[src/rtl/memsync_axi_arbiter.sv]
// Round-robin arbiter sharing one AXI4 master port between the per-bank MEMSync engines.
// One fixed-length burst per grant; the block owns address, B and R-last handshakes.
module memsync_axi_arbiter #(
    parameter int NREQ           = 16,
    parameter int AXI_ADDR_WIDTH = 16,
    parameter int AXI_DATA_WIDTH = 32,
    parameter int AXI_STRB_WIDTH = AXI_DATA_WIDTH / 8,
    parameter int AXI_ID_WIDTH   = 8,
    parameter int BEATS          = 16
) (
    input  logic                           clk,
    input  logic                           reset_n,
    input  logic [NREQ-1:0]                req,
    input  logic [NREQ-1:0]                req_wr,
    input  logic [NREQ*AXI_ADDR_WIDTH-1:0] req_addr,
    output logic [NREQ-1:0]                gnt,
    output logic [NREQ-1:0]                done,
    output logic                           err,
    output logic                           busy,
    input  logic [AXI_DATA_WIDTH-1:0]      s_wdata,
    output logic                           s_wready,
    output logic [AXI_DATA_WIDTH-1:0]      s_rdata,
    output logic                           s_rvalid,
    output logic [AXI_ID_WIDTH-1:0]        m_axi_awid,
    output logic [AXI_ADDR_WIDTH-1:0]      m_axi_awaddr,
    output logic [7:0]                     m_axi_awlen,
    output logic [2:0]                     m_axi_awsize,
    output logic [1:0]                     m_axi_awburst,
    output logic                           m_axi_awvalid,
    input  logic                           m_axi_awready,
    output logic [AXI_DATA_WIDTH-1:0]      m_axi_wdata,
    output logic [AXI_STRB_WIDTH-1:0]      m_axi_wstrb,
    output logic                           m_axi_wlast,
    output logic                           m_axi_wvalid,
    input  logic                           m_axi_wready,
    input  logic [1:0]                     m_axi_bresp,
    input  logic                           m_axi_bvalid,
    output logic                           m_axi_bready,
    output logic [AXI_ID_WIDTH-1:0]        m_axi_arid,
    output logic [AXI_ADDR_WIDTH-1:0]      m_axi_araddr,
    output logic [7:0]                     m_axi_arlen,
    output logic [2:0]                     m_axi_arsize,
    output logic [1:0]                     m_axi_arburst,
    output logic                           m_axi_arvalid,
    input  logic                           m_axi_arready,
    input  logic [AXI_DATA_WIDTH-1:0]      m_axi_rdata,
    input  logic [1:0]                     m_axi_rresp,
    input  logic                           m_axi_rlast,
    input  logic                           m_axi_rvalid,
    output logic                           m_axi_rready
);

    localparam int IDXW = (NREQ > 1) ? $clog2(NREQ) : 1;

    // state   | meaning
    // IDLE    | scanning req from ptr, no transaction open
    // ADDR    | AW or AR valid held until ready
    // WDATA   | streaming BEATS write beats from the granted engine
    // WRESP   | waiting for the write response
    // RDATA   | forwarding read beats until rlast
    localparam logic [2:0] S_IDLE  = 3'd0;
    localparam logic [2:0] S_ADDR  = 3'd1;
    localparam logic [2:0] S_WDATA = 3'd2;
    localparam logic [2:0] S_WRESP = 3'd3;
    localparam logic [2:0] S_RDATA = 3'd4;

    localparam logic [7:0] LAST_BEAT = 8'(BEATS - 1);

    logic [2:0]                state_q, state_d;
    logic [IDXW-1:0]           ptr_q, ptr_d;
    logic [IDXW-1:0]           idx_q, idx_d;
    logic                      wr_q, wr_d;
    logic [AXI_ADDR_WIDTH-1:0] addr_q, addr_d;
    logic [7:0]                cnt_q, cnt_d;
    logic                      err_acc_q, err_acc_d;
    logic [NREQ-1:0]           gnt_q, gnt_d;
    logic [NREQ-1:0]           done_q, done_d;
    logic                      err_q, err_d;

    logic                      pick_vld;
    logic [IDXW-1:0]           pick_idx;
    logic [IDXW-1:0]           ptr_next;
    int                        cand;

    // First set request at or after ptr, wrapping.
    always_comb begin
        pick_vld = 1'b0;
        pick_idx = ptr_q;
        cand     = 0;
        for (int i = 0; i < NREQ; i++) begin
            cand = int'(ptr_q) + i;
            if (cand >= NREQ) cand = cand - NREQ;
            if (!pick_vld && req[cand]) begin
                pick_vld = 1'b1;
                pick_idx = IDXW'(cand);
            end
        end
    end

    assign ptr_next = (idx_q == IDXW'(NREQ - 1)) ? '0 : idx_q + 1'b1;

    always_comb begin
        state_d   = state_q;
        ptr_d     = ptr_q;
        idx_d     = idx_q;
        wr_d      = wr_q;
        addr_d    = addr_q;
        cnt_d     = cnt_q;
        err_acc_d = err_acc_q;
        gnt_d     = gnt_q;
        done_d    = '0;
        err_d     = 1'b0;
        case (state_q)
            S_IDLE: begin
                if (pick_vld) begin
                    idx_d           = pick_idx;
                    wr_d            = req_wr[pick_idx];
                    addr_d          = req_addr[pick_idx*AXI_ADDR_WIDTH +: AXI_ADDR_WIDTH];
                    gnt_d           = '0;
                    gnt_d[pick_idx] = 1'b1;
                    cnt_d           = '0;
                    err_acc_d       = 1'b0;
                    state_d         = S_ADDR;
                end
            end
            S_ADDR: begin
                if (wr_q && m_axi_awready)       state_d = S_WDATA;
                else if (!wr_q && m_axi_arready) state_d = S_RDATA;
            end
            S_WDATA: begin
                if (m_axi_wready) begin
                    if (cnt_q == LAST_BEAT) begin
                        cnt_d   = '0;
                        state_d = S_WRESP;
                    end else begin
                        cnt_d = cnt_q + 8'd1;
                    end
                end
            end
            S_WRESP: begin
                if (m_axi_bvalid) begin
                    done_d  = gnt_q;
                    err_d   = |m_axi_bresp;
                    gnt_d   = '0;
                    ptr_d   = ptr_next;
                    state_d = S_IDLE;
                end
            end
            S_RDATA: begin
                if (m_axi_rvalid) begin
                    if (m_axi_rlast) begin
                        done_d    = gnt_q;
                        err_d     = err_acc_q | (|m_axi_rresp);
                        err_acc_d = 1'b0;
                        gnt_d     = '0;
                        ptr_d     = ptr_next;
                        state_d   = S_IDLE;
                    end else begin
                        err_acc_d = err_acc_q | (|m_axi_rresp);
                    end
                end
            end
            default: state_d = S_IDLE;
        endcase
    end

    always_ff @(posedge clk or negedge reset_n) begin
        if (!reset_n) begin
            state_q   <= S_IDLE;
            ptr_q     <= '0;
            idx_q     <= '0;
            wr_q      <= 1'b0;
            addr_q    <= '0;
            cnt_q     <= '0;
            err_acc_q <= 1'b0;
            gnt_q     <= '0;
            done_q    <= '0;
            err_q     <= 1'b0;
        end else begin
            state_q   <= state_d;
            ptr_q     <= ptr_d;
            idx_q     <= idx_d;
            wr_q      <= wr_d;
            addr_q    <= addr_d;
            cnt_q     <= cnt_d;
            err_acc_q <= err_acc_d;
            gnt_q     <= gnt_d;
            done_q    <= done_d;
            err_q     <= err_d;
        end
    end

    assign gnt  = gnt_q;
    assign done = done_q;
    assign err  = err_q;
    assign busy = (state_q != S_IDLE);

    assign m_axi_awid    = AXI_ID_WIDTH'(idx_q);
    assign m_axi_awaddr  = addr_q;
    assign m_axi_awlen   = LAST_BEAT;
    assign m_axi_awsize  = 3'($clog2(AXI_STRB_WIDTH));
    assign m_axi_awburst = 2'b01;
    assign m_axi_awvalid = (state_q == S_ADDR) && wr_q;

    assign m_axi_wdata   = s_wdata;
    assign m_axi_wstrb   = '1;
    assign m_axi_wvalid  = (state_q == S_WDATA);
    assign m_axi_wlast   = (state_q == S_WDATA) && (cnt_q == LAST_BEAT);
    assign s_wready      = (state_q == S_WDATA) && m_axi_wready;

    assign m_axi_bready  = (state_q == S_WRESP);

    assign m_axi_arid    = AXI_ID_WIDTH'(idx_q);
    assign m_axi_araddr  = addr_q;
    assign m_axi_arlen   = LAST_BEAT;
    assign m_axi_arsize  = 3'($clog2(AXI_STRB_WIDTH));
    assign m_axi_arburst = 2'b01;
    assign m_axi_arvalid = (state_q == S_ADDR) && !wr_q;

    assign m_axi_rready  = (state_q == S_RDATA);
    assign s_rvalid      = (state_q == S_RDATA) && m_axi_rvalid;
    assign s_rdata       = m_axi_rdata;

endmodule

[config.mk]
export PLATFORM = sky130hd
export DESIGN_NAME = memsync_axi_arbiter
export DESIGN_NICKNAME = d
export VERILOG_FILES = /design/src/rtl/memsync_axi_arbiter.sv
export SDC_FILE = /design/constraint.sdc
export NUM_CORES = 1
export LEC_CHECK = 0
export ABC_AREA = 1
export BUFFER_PORTS_ARGS = -buffer_cell sky130_fd_sc_hd__buf_2
export CAP_MARGIN = 20
export CORE_AREA = 3 3 213 215
export CTS_CLUSTER_DIAMETER = 40
export DETAILED_ROUTE_END_ITERATION = 10
export DIE_AREA = 0 0 216 218
export SETUP_SLACK_MARGIN = 0.3
export SKIP_LAST_GASP = 1
export SYNTH_ARGS = -nofsm -noshare
export SYNTH_HDL_FRONTEND = slang
export SYNTH_SLANG_ARGS = --single-unit
[constraint.sdc]
create_clock -name clk -period 8.7 [get_ports clk]
set_input_delay 1.305 -clock clk [delete_from_list [all_inputs] [get_ports clk]]
set_output_delay 1.305 -clock clk [all_outputs]
set_load 0.01 [all_outputs]
## After elaboration in Yosys (flattened, before gate mapping)

Cells that the tools add are included.

- Register bits after elaboration: 70
- Bits in latches: 0
- Memory bits (writable): 0
- Memory bits (read-only): 0
- Input port bits: 364
- Output and inout bits: 184
- Logic and storage cells: 280
- Memories: 0

- Add/subtract/negate cells: 33
- $mul: 0
- Div/mod/pow operators: 0
- $lt $le $gt $ge: 34
- Equal/unequal tests: 13
- Shift-type cells: 1
- Multiplexer cells: 135
- Bitwise logic cells: 1
- Reduce and logical (&&, ||, !) cells: 53

Operator list:

| cell | number |
|---|---|
| $lt A32 B6 Y1 const B | 16 |
| $mux W32 | 16 |
| $shiftx A256 B9 Y16 | 1 |
| $mux W16 | 7 |
| $sub A5 B5 Y6 const B | 15 |
| $mux W4 | 20 |
| $ge A5 B5 Y1 const B | 15 |
| $bmux W1 S4 | 17 |
| $mux W1 | 56 |
| $pmux W16 S3 | 1 |
| $add A4 B4 Y5 const B | 8 |
| $pmux W16 S2 | 1 |
| $mux W3 | 8 |
| $mux W8 | 3 |
| $logic_and A1 B1 Y1 | 23 |
| $add A4 B3 Y5 const B | 4 |
| $logic_not A1 Y1 | 16 |
| $pmux W8 S2 | 1 |
| $pmux W3 S5 | 1 |
| $add A4 B2 Y5 const B | 2 |
| $add A8 B1 Y8 const B | 1 |
| $eq A8 B4 Y1 const B | 1 |
| $ne A2 B2 Y1 const B | 4 |
| $pmux W4 S2 | 1 |
| other kinds (24) | 32 |

## Longest topological paths before layout

Gate-level depths: netlist (run 1).

- Word-level depth: 57
- Mapped depth: 36
- Depth with buffers taken out: 34

## Least setup slack after synthesis (run 1)

No wires, ideal clock.

- Path kind: input to register
- Start point: input req[11]
- End point: register addr_q[13] (netlist: m_axi_araddr[13])
- Library setup time: 117 ps
- Arrival time: 3,856 ps
- Data required time: 8,583 ps
- Setup slack: 4,727 ps
- Stages: 24
- Path buffers: 2
- Cells stage by stage: nand2_1 nand3_1 nand3_1 nand3_1 nand2_2 nand3_4 nor2_4 nand4_2 nor3_4 nand4_1 nor2_1 nand4_1 inv_2 a21oi_1 nand2_1 nand2_2 buf_6 buf_2 nand2_1 nand2_1 nand3_1 nand2_1 nor2_1 nor2_1

- Cells in the longest elaborated chain, start to end: 50
- Elaborated cells on any way between the ends: 112
- Those cells by class: 1 x shift; 80 x mux; 31 x reduce/logical

RTL lines:

| element | line | RTL |
|---|---|---|
| start: declaration | 13 | `input logic [NREQ-1:0] req,` |
| $bmux W1 S4 | 93 | `if (!pick_vld && req[cand]) begin` |
| $mux W1 (not written as such) (2 in series) | 93 |  |
| $mux W1 | 93 |  |
| $logic_not A1 Y1 | 93 |  |
| $logic_and A1 B1 Y1 | 93 |  |
| $mux W1 | 93 |  |
| $logic_not A1 Y1 | 93 |  |
| $logic_and A1 B1 Y1 | 93 |  |
| [... 33 more ...] | - |  |
| $mux W1 | 93 |  |
| $logic_not A1 Y1 | 93 |  |
| $logic_and A1 B1 Y1 | 93 |  |
| $mux W1 | 93 |  |
| $logic_not A1 Y1 | 93 |  |
| $logic_and A1 B1 Y1 | 93 |  |
| $mux W4 / $mux W1 (equally long branches) | 93 |  |
| $shiftx A256 B9 Y16 / $reduce_and A2 Y1 (equally long branches) | - |  |
| end signal: assignment | 184 | `addr_q <= addr_d;` |
| end: declaration | 73 | `logic [AXI_ADDR_WIDTH-1:0] addr_q, addr_d;` |

Several ways; a longest one is shown, not always the timed one. The select of a mux whose other input is x is not followed.
A chain may end at the register's enable or synchronous reset.

## Worst setup path after layout (run 1)

- Start point: register ptr_q[0]
- End point: register addr_q[9] (netlist: m_axi_araddr[9])

- Cells in the longest elaborated chain, start to end: 52
- Elaborated cells on any way between the ends: 175
- Those cells by class: 31 x add/sub; 16 x order compare; 1 x shift; 96 x mux; 31 x reduce/logical

RTL lines:

| element | line | RTL |
|---|---|---|
| start: declaration | 70 | `logic [IDXW-1:0] ptr_q, ptr_d;` |
| start signal: assignment | 181 | `ptr_q <= ptr_d;` |
| parallel branches: the longest is 52 deep, another holds $sub A5 B5 Y6 | - |  |

Several ways; the timed one is not identified. The select of a mux whose other input is x is not followed.

==> metrics.yaml, run 1 <==
placed_design:
  post-dp-hpwl_um: 35260
  io_buffers: 381
  place_congestion: 0.9218
  dpl_cell_area_um2: 10410
detailed_routing:
  wl_met2_um: 21540
  drt_iter0_drc: 870
  drc: 0
  routed.top_layer: "met5"
  avgViaCountPerCell: 4.370
  wl_per_cell_um: 17.65
  route.met3.wl_um: 3764
  wl_um: 43250
  antenna_left: 0
  vias: 10710
  firstDrtPassIters: 6
  drt-met1-wl_um: 17510
run_status:
  outcome: "finished, final reports clean"
layout:
  syn_to_final_growth_pct: 20.44
  multi_input_area_um2: 5542
  nFillCells: 5179
  nNetsFinal: 2224
  post_route_cells_drive_above_1_share: 0.2367
  seq_area_um2: 1752
  design_area_um2: 10740
  finish.utilization: 0.2444
setup_path:
  arrival_ps: 6930
  path_class: "reg2reg"
  cpMostUsedCell: "nand2_1"
  cp-start-kind: "flip-flop"
  crit_path_max_fanout: 85
  worst_path_max_delay_cell: "dfrtp_1"
  required_ps: 8980
  end_kind: "flip-flop"
  cp_slowest_stage_delay_ps: 950
yosys:
  async_flop_share: 1.000
  avgSynthCellArea_um2: 5.547
  ys_seq_area_frac: 0.1965
  ys_warn_count: 0
  synth_top_area_frac: 0.3264
  synth_flop_cell: "dfrtp_1"
  yosysUniqueCellTypes: 42
  synth_seq_cells: 70
  synth_edf_count: 0
  syn_inst: 1607
  synthesis.area_um2: 8914
  netlist_top_cells_area: "nand2_1 33%, dfrtp_1 20%, nand3_1 13%"
  synth_largest_area_cell: "nand2_1"
clock_network:
  cts.htree.levels: 3
  cts_setup_buffers: 0
  cts_sinks: 70
  holdBufCountCts: 0
  numCtsBuffers: 9
  cts_resized: 0
  clk_pin_slew_worst_paths_ps: 70
  clkLatencyLatePin_ps: 350
  cts_tree: "built"
  clk_path_buf_depth: 2
  cts_root_buf: "clkbuf_16"
sta:
  fin_hold_ws_ps: 493.3
  hold_violations: 0
  finalSetupViolCount: 0
  timing.fmax_ghz: 0.1505
  rsz0062_at_grt: "no"
  setup_tns_ps: 0
  timing.final.crit_share: 0.7637
  tightest_slew_ps: 989.0
  drv_slew: 0
  fin_crit_ps: 6644
  slew_headroom: 0.3400
  fin_skew_ps: 10.71
die:
  fp.dieH_um: 218
  dieArea_um2: 47090
  core-area_um2: 43930
  ioPinCount: 548
  rows: 77
  die_w_um: 216
  start_util: 0.2029
grt:
  grt_overflow_total: 0
  grt.total_usage: 0.1738
  first_global_vias: 9673
  antenna_found_initial: 4
  grt_pass1_wl_um: 61750
  grt_max_degree: 86
run:
  cap_violations: 0
worst_hold_path:
  min_path_type: "reg2reg"
-- metal layers --
layer  vias to the layer above  GRT usage
li1                       5377          -
met1                      4806     0.2170
met2                       496     0.3110
met3                        25    0.04180
met4                         6    0.02451
met5                         -          0
-- through the flow --
| stage | std cells | setup slack [ps] |
|---|---|---|
| finish | 2451 | 2056 |
| global route | 2447 | 1456 |
| CTS | 2447 | 2168 |
| detailed placement | 2431 | 2202 |
| global placement | 2431 | 2175 |
| floorplan | 1643 | 4727 |
-- cells in the final DEF, fill, tap and decap left out, types with 4 or more instances in the layout --
cell type,synthesis,final
nand2_1,775,775
buf_2,32,380
nand3_1,224,224
nor2_1,98,98
inv_1,91,90
dfrtp_1,70,70
conb_1,2,38
o21ai_0,28,28
o22ai_1,17,17
a21oi_1,17,17
nand4_1,11,11
ha_1,10,10
clkbuf_16,0,9
buf_4,132,9
inv_2,7,8
xor2_1,7,7
o21ai_1,7,7
nor3_1,6,6
nand2_2,8,6
diode_2,0,4
nor2_2,4,4
-- final cells by class --
type | count | share of cell area
Tap cell | 592 | 0.06900
Clock buffer | 12 | 0.02296
Timing Repair Buffer | 390 | 0.1853
Inverter | 102 | 0.03590
Clock inverter | 4 | 0.006527
Multi-Input combinational cell | 1277 | 0.5162
Sequential cell | 70 | 0.1632
Antenna cell | 4 | 0.0009324
-- worst paths after layout --
path                            from               end  cells past startpoint  slack (ps)
max in group asynchronous    reset_n  m_axi_araddr[14]                      1        6980
max reg2reg                 ptr_q[0]   m_axi_araddr[9]                     28        2060
min in group asynchronous    reset_n           done[9]                      1        1110
min                        err_acc_q         err_acc_q                      2         490
min reg2reg                err_acc_q         err_acc_q                      2         490
max                         ptr_q[0]   m_axi_araddr[9]                     28        2060
-- cell families after synthesis --
kind of cell / after synthesis / synth area share
adders and majority gates: 10 / 0.01404
DFF: 70 / 0.1965
buffers and inverters: 296 / 0.1981
AOI/OAI and AO/OA: 80 / 0.05039
other: 2 / 0.0008425
xor gates and xnor gates: 9 / 0.008844
and+or+nand+nor: 1140 / 0.5313
-- registers in the layout (all words and copies together), names as in the netlist --
signal	count
wr_q	1
done	16
m_axi_araddr	16
cnt_q	8
err_acc_q	1
state_q	3
gnt	16
idx_q	4
ptr_q	4
err	1
-- synth_stat cells, types with 8 or more instances --
cell,number
a21oi_1,17
buf_2,32
buf_4,132
buf_6,15
clkbuf_1,13
dfrtp_1,70
ha_1,10
inv_1,91
nand2_1,775
nand2_2,8
nand3_1,224
nand4_1,11
nor2_1,98
o21ai_0,28
o22ai_1,17
-- critical path, delay by kind of cell, from the launching register on --
family                     cells  cell delay, ps
and+or+nand+nor               23            3610
adders and majority gates      1             600
buffers and inverters          4            1340
DFF                            1             950
Power of run 1 is not shown: default switching activity piles up to over one toggle a cycle in this logic, so the estimate is an artifact.
==> run 2: changes to the inputs <==
==> constraint.sdc (replaced) <==
create_clock -name clk -period 5.8 [get_ports clk]
set_input_delay 0.87 -clock clk [delete_from_list [all_inputs] [get_ports clk]]
set_output_delay 0.87 -clock clk [all_outputs]
set_load 0.01 [all_outputs]
==> run 2 against run 1 <==
Compared with the run above:
- maximum frequency is 36% higher
- clock-buffer cell count is 1 lower
- clock skew fell by 1.4 ps
- flip-flop and latch count unchanged
- first-iteration DRC count rose by 4.0%
- critical path depth down 5
- non-clock buffer count is 20 higher
- setup slack got worse by 1100 ps
- via count rose by 0.87%
- highest routed layer unchanged
==> metrics.yaml, run 2 (synthesized netlist as in run 1, its figures left out) <==
setup_path:
  cpMostUsedCell: "nand3_1"
  cp_slowest_stage_delay_ps: 790
  required_ps: 6070
  end_kind: "flip-flop"
  arrival_ps: 5150
  path_class: "reg2reg"
  reg2reg_slack_ps: 920
  crit_path_max_fanout: 25
  cp-start-kind: "flip-flop"
  worst_path_max_delay_cell: "nor2_2"
  cp_cell_sequence: "inv_2, ha_1, inv_1, nand3_1, nand3_1, nand3_1, nand2_2, nand3_4, nor2_4, nand4_2, nor3_4, nand4_1, nor2_1, nand4_1, inv_2, a31oi_1, nand2_1, nand2_2, nor2_2, nand2_1, nand3_1, nor2_1, nor2_1"
grt:
  grt_pass1_wl_um: 62020
  grt.total_usage: 0.1751
  grt_use_met2: 0.3088
  grt_max_degree: 71
  grtUsageMet3: 0.05211
  grtUsageMet1: 0.2069
  first_global_vias: 9978
  antenna_found_initial: 4
  gr-max-usage-layer: "met2"
  grt_overflow_total: 0
layout:
  nNetsFinal: 2244
  final_cell_mix: "775 x nand2_1, 380 x buf_2, 224 x nand3_1"
  post_route_cells_drive_above_1_share: 0.2459
  final_common_cell: "nand2_1"
  syn_to_final_growth_pct: 22.53
  nFillCells: 5179
detailed_routing:
  drc: 0
  vias: 10803
  avgViaCountPerCell: 4.377
  wl_per_cell_um: 17.64
  firstDrtPassIters: 6
  drt_iter0_drc: 905
  antenna_left: 0
  wl_um: 43530
clock_network:
  cts_setup_buffers: 0
  holdBufCountCts: 0
  cts_root_buf: "clkbuf_16"
  cts_resized: 0
  cts_tree: "built"
  cts_sinks: 70
  clk_pin_slew_worst_paths_ps: 60
  clkLatencyLatePin_ps: 340
  numCtsBuffers: 9
  clk_path_buf_depth: 2
  cts.htree.levels: 3
sta:
  rsz0062_at_grt: "no"
  fin_crit_ps: 4879
  timing.final.crit_share: 0.8411
  tightest_slew_ps: 1041
  drv_slew: 0
  finalSetupViolCount: 0
  setup_tns_ps: 0
  timing.fmax_ghz: 0.2050
  fin_skew_ps: 9.297
  hold_violations: 0
  slew_headroom: 0.3053
die:
  die_w_um: 216
  ioPinCount: 548
  start_util: 0.2029
  fp.dieH_um: 218
  dieArea_um2: 47090
  core-area_um2: 43930
  rows: 77
worst_hold_path:
  min_path_type: "reg2reg"
placed_design:
  post-dp-hpwl_um: 35800
  place_congestion: 0.9050
  io_buffers: 381
run_status:
  outcome: "finished, final reports clean"
run:
  cap_violations: 0
-- run 2: cell types whose count changed in the layout (fill, tap and decap cells not counted), sizes merged --
| cell | previous run | this run |
|---|---|---|
| clkbuf | 12 | 11 |
| diode | 4 | 1 |
| buf | 390 | 410 |
| bufinv | 2 | 1 |
| clkinv | 5 | 7 |
-- run 2: critical path, delay by kind of cell, from the launching register on --
family | cells | cell delay [ps]
flops | 1 | 380
simple gates | 18 | 3220
buf+inv | 3 | 810
compound gates | 1 | 60
fa+ha+maj | 1 | 320
-- run 2: layer usage --
layer  share of wire  vias to the layer above
met3           0.095                       53
met1            0.39                     4800
met5         0.00044                        -
met4           0.028                        4
met2            0.49                      537
li1                -                     5409
-- run 2: worst paths after layout --
kind                           start               end  cells after the start
max                         ptr_q[0]  m_axi_araddr[14]                     23
min                        err_acc_q         err_acc_q                      2
max reg2reg                 ptr_q[0]  m_axi_araddr[14]                     23
min reg2reg                err_acc_q         err_acc_q                      2
max in group asynchronous    reset_n          ptr_q[0]                      1
min in group asynchronous    reset_n          done[12]                      1
-- run 2: layout make-up --
class / count / area, um2 / area share
multi-input cells: 1277 / 5542 / 0.5074
diodes: 1 / 2.502 / 0.0002291
flip-flops and latches: 70 / 1752 / 0.1604
well taps: 592 / 740.7 / 0.06782
clock inverters: 5 / 57.56 / 0.005270
inverters: 102 / 385.4 / 0.03528
repair buffers: 410 / 2190 / 0.2005
clock buffers: 11 / 252.7 / 0.02314
-- run 2: stage by stage --
| step | utilization | hold slack [ps] | cells | setup WS, ps | cell area (um2) |
|---|---|---|---|---|---|
| final | 0.2486 | 492.9 | 2468 | 921.4 | 10920 |
| after global routing | 0.2485 | 535.6 | 2467 | 496.0 | 10920 |
| after floorplan | - | 452.6 | 1643 | 1860 | 9049 |
| after CTS | 0.2485 | 491.1 | 2467 | 933.7 | 10920 |
| after global placement | 0.2415 | 476.0 | 2451 | 957.8 | 10610 |
| after detailed placement | 0.2415 | 475.2 | 2451 | 931.3 | 10610 |
Power of run 2 is left out for the same reason.
==> run 3: changes to the inputs <==
--- a/config.mk
+++ b/config.mk
@@ -5,13 +5,13 @@
 export SDC_FILE = /design/constraint.sdc
 export NUM_CORES = 1
 export LEC_CHECK = 0
-export ABC_AREA = 1
+export ABC_AREA = 0
 export BUFFER_PORTS_ARGS = -buffer_cell sky130_fd_sc_hd__buf_2
 export CAP_MARGIN = 20
-export CORE_AREA = 3 3 213 215
+export CORE_AREA = 3 3 214 216
 export CTS_CLUSTER_DIAMETER = 40
 export DETAILED_ROUTE_END_ITERATION = 10
-export DIE_AREA = 0 0 216 218
+export DIE_AREA = 0 0 217 219
 export SETUP_SLACK_MARGIN = 0.3
 export SKIP_LAST_GASP = 1
 export SYNTH_ARGS = -nofsm -noshare
==> constraint.sdc (replaced) <==
create_clock -name clk -period 5 [get_ports clk]
set_input_delay 0.75 -clock clk [delete_from_list [all_inputs] [get_ports clk]]
set_output_delay 0.75 -clock clk [all_outputs]
set_load 0.01 [all_outputs]
==> run 3 against run 2 <==
Compared with the run above:
- hold slack improved by 12 ps
- utilization rose by 8.4 points
- wire length rose by 26%
- critical path type unchanged
- critical endpoint is now m_axi_araddr[0]
- register-to-register slack got worse by 580 ps
- clock skew fell by 0.62 ps
- synthesized area rose by 14%
- via count rose by 14%
- first-iteration DRC count rose by 5.4%
- sequential share of layout area fell by 4.1 points
- maximum frequency rose by 4.8%
- critical path depth fell by 4
==> metrics.yaml, run 3 <==
detailed_routing:
  firstDrtPassIters: 6
  wl_per_cell_um: 23.00
  antenna_left: 0
  vias: 12287
  drt_iter0_drc: 954
  wl_um: 54690
  drc: 0
  avgViaCountPerCell: 5.167
clock_network:
  clk_path_buf_depth: 2
  cts.htree.levels: 3
  numCtsBuffers: 9
  clkLatencyLatePin_ps: 350
  cts_root_buf: "clkbuf_16"
  cts_sinks: 70
  clk_pin_slew_worst_paths_ps: 60
  cts_tree: "built"
yosys:
  yosysUniqueCellTypes: 79
  async_flop_share: 1.000
  syn_inst: 1392
  synth_edf_count: 0
  synth_flop_cell: "dfrtp_1"
  synth_seq_cells: 70
  synth_most_common_cell: "nand2_1"
  synth_largest_area_cell: "dfrtp_1"
  synth_top_area_frac: 0.1727
  ys_warn_count: 0
  netlist_top_cells_area: "dfrtp_1 17%, nand2_1 13%, buf_4 9.7%"
  synthTopCellsByCount: "356 x nand2_1, 131 x buf_4, 70 x dfrtp_1, 69 x clkbuf_1, 60 x nor2b_1"
  ys_seq_area_frac: 0.1727
  synthesis.area_um2: 10140
  avgSynthCellArea_um2: 7.288
sta:
  hold_violations: 0
  fin_skew_ps: 8.673
  setup_ws_ps: 344.1
  drv_slew: 0
  timing.fmax_ghz: 0.2148
  rsz0062_at_grt: "yes"
  fin_crit_ps: 4656
  finalSetupViolCount: 0
  slew_headroom: 0.3531
  tightest_slew_ps: 970.4
  timing.final.crit_share: 0.9312
layout:
  final_cell_mix: "380 x buf_2, 346 x nand2_1, 142 x buf_4"
  multi_input_area_um2: 7812
  nFillCells: 4814
  final_common_cell: "buf_2"
  post_route_cells_drive_above_1_share: 0.4218
  nNetsFinal: 2154
  syn_to_final_growth_pct: 44.68
  seq_area_um2: 1757
setup_path:
  cp-start-kind: "flip-flop"
  crit_start: "ptr_q[0]"
  worstReg2RegStart: "ptr_q[0]"
  worstReg2RegEnd: "m_axi_araddr[0]"
  path_class: "reg2reg"
  ff2ff_path_depth: 19
  crit_end: "m_axi_araddr[0]"
  crit_path_max_fanout: 13
  end_kind: "flip-flop"
  required_ps: 5280
  reg2reg_slack_ps: 340
  arrival_ps: 4940
die:
  dieArea_um2: 47520
  start_util: 0.2299
  ioPinCount: 548
  rows: 77
  fp.dieH_um: 219
  die_w_um: 217
  core-area_um2: 44120
grt:
  antenna_found_initial: 8
  grt.total_usage: 0.2093
  first_global_vias: 11793
  grt_max_degree: 92
  grt_pass1_wl_um: 74820
  grt_overflow_total: 0
run_status:
  outcome: "finished, final reports clean"
worst_hold_path:
  min_path_type: "reg2reg"
placed_design:
  place_congestion: 0.9176
  io_buffers: 381
  place_ws_ps: -470.5
  post-dp-hpwl_um: 43500
run:
  cap_violations: 0
run 3: kinds of logic (layout without fill, tap and decap cells):
logic type | Yosys count | in the layout | share of synthesized area
other | 2 | 39 | 0.0007403
buffers and inverters | 247 | 604 | 0.1497
adders and majority gates | 10 | 10 | 0.01233
and+or+nand+nor | 635 | 635 | 0.2907
xor gates and xnor gates | 15 | 15 | 0.01369
AOI/OAI and AO/OA | 322 | 322 | 0.2425
DFF | 70 | 70 | 0.1727
muxes | 91 | 91 | 0.1177
run 3: area by class of cell:
type / count / share of cell area
Tap cell: 592 / 0.05046
Timing Repair Buffer: 578 / 0.2698
Multi-Input combinational cell: 1111 / 0.5323
Clock inverter: 6 / 0.007928
Inverter: 10 / 0.003410
Sequential cell: 70 / 0.1197
Clock buffer: 10 / 0.01628
Antenna cell: 1 / 0.0001705
run 3: what timing repair did:
action	CTS	global route
pin swaps	16	42
hold buffers	0	0
setup endpoints to repair	23	33
buffers inserted	9	21
cloned	2	8
gates resized for setup	53	100
run 3: routing by layer:
layer | track usage | wire, um | vias to the layer above
li1 | - | - | 5710
met1 | 0.2442 | 20980 | 5855
met2 | 0.3816 | 27790 | 622
met3 | 0.04472 | 3852 | 90
met4 | 0.06675 | 2007 | 10
met5 | 0 | 64 | -
run 3: critical path: stages (launching register included):
cell      delay (ps)
dfrtp_4          580
buf_12           160
buf_16           120
mux2_4           310
mux2_4           290
mux4_2           530
nor4_4           260
buf_4            160
nand4_1          120
buf_6            170
or3_4            390
buf_4            220
a32oi_1          210
a211oi_1          60
buf_4            140
a21boi_0         110
buf_4            160
a311o_1          310
o311ai_1          90
a31o_1           190
run 3: through the flow:
stage / TNS, ps / std cells / utilization / hold slack [ps] / instance area (um2)
after floorplan: 0 / 1428 / - / 454.4 / 10520
after global placement: -1116 / 2321 / 0.2952 / 496.3 / 13030
after detailed placement: -1257 / 2321 / 0.2952 / 500.1 / 13030
after CTS: 0 / 2348 / 0.3135 / 510.9 / 13830
after global routing: 0 / 2378 / 0.3326 / 542.5 / 14680
final: 0 / 2378 / 0.3326 / 505.3 / 14680
run 3: worst min path at each step:
stage | end | slack [ps] | startpoint | depth (start not counted)
5_1_grt | cnt_q[6] | 540 | cnt_q[6] | 1
3_3_place_gp | cnt_q[6] | 500 | cnt_q[6] | 1
3_5_place_dp | cnt_q[3] | 500 | cnt_q[3] | 1
4_1_cts | cnt_q[3] | 510 | cnt_q[3] | 1
6_report | cnt_q[3] | 510 | cnt_q[3] | 1
2_1_floorplan | cnt_q[0] | 450 | reset_n | 0
Power of run 3 is left out for the same reason.
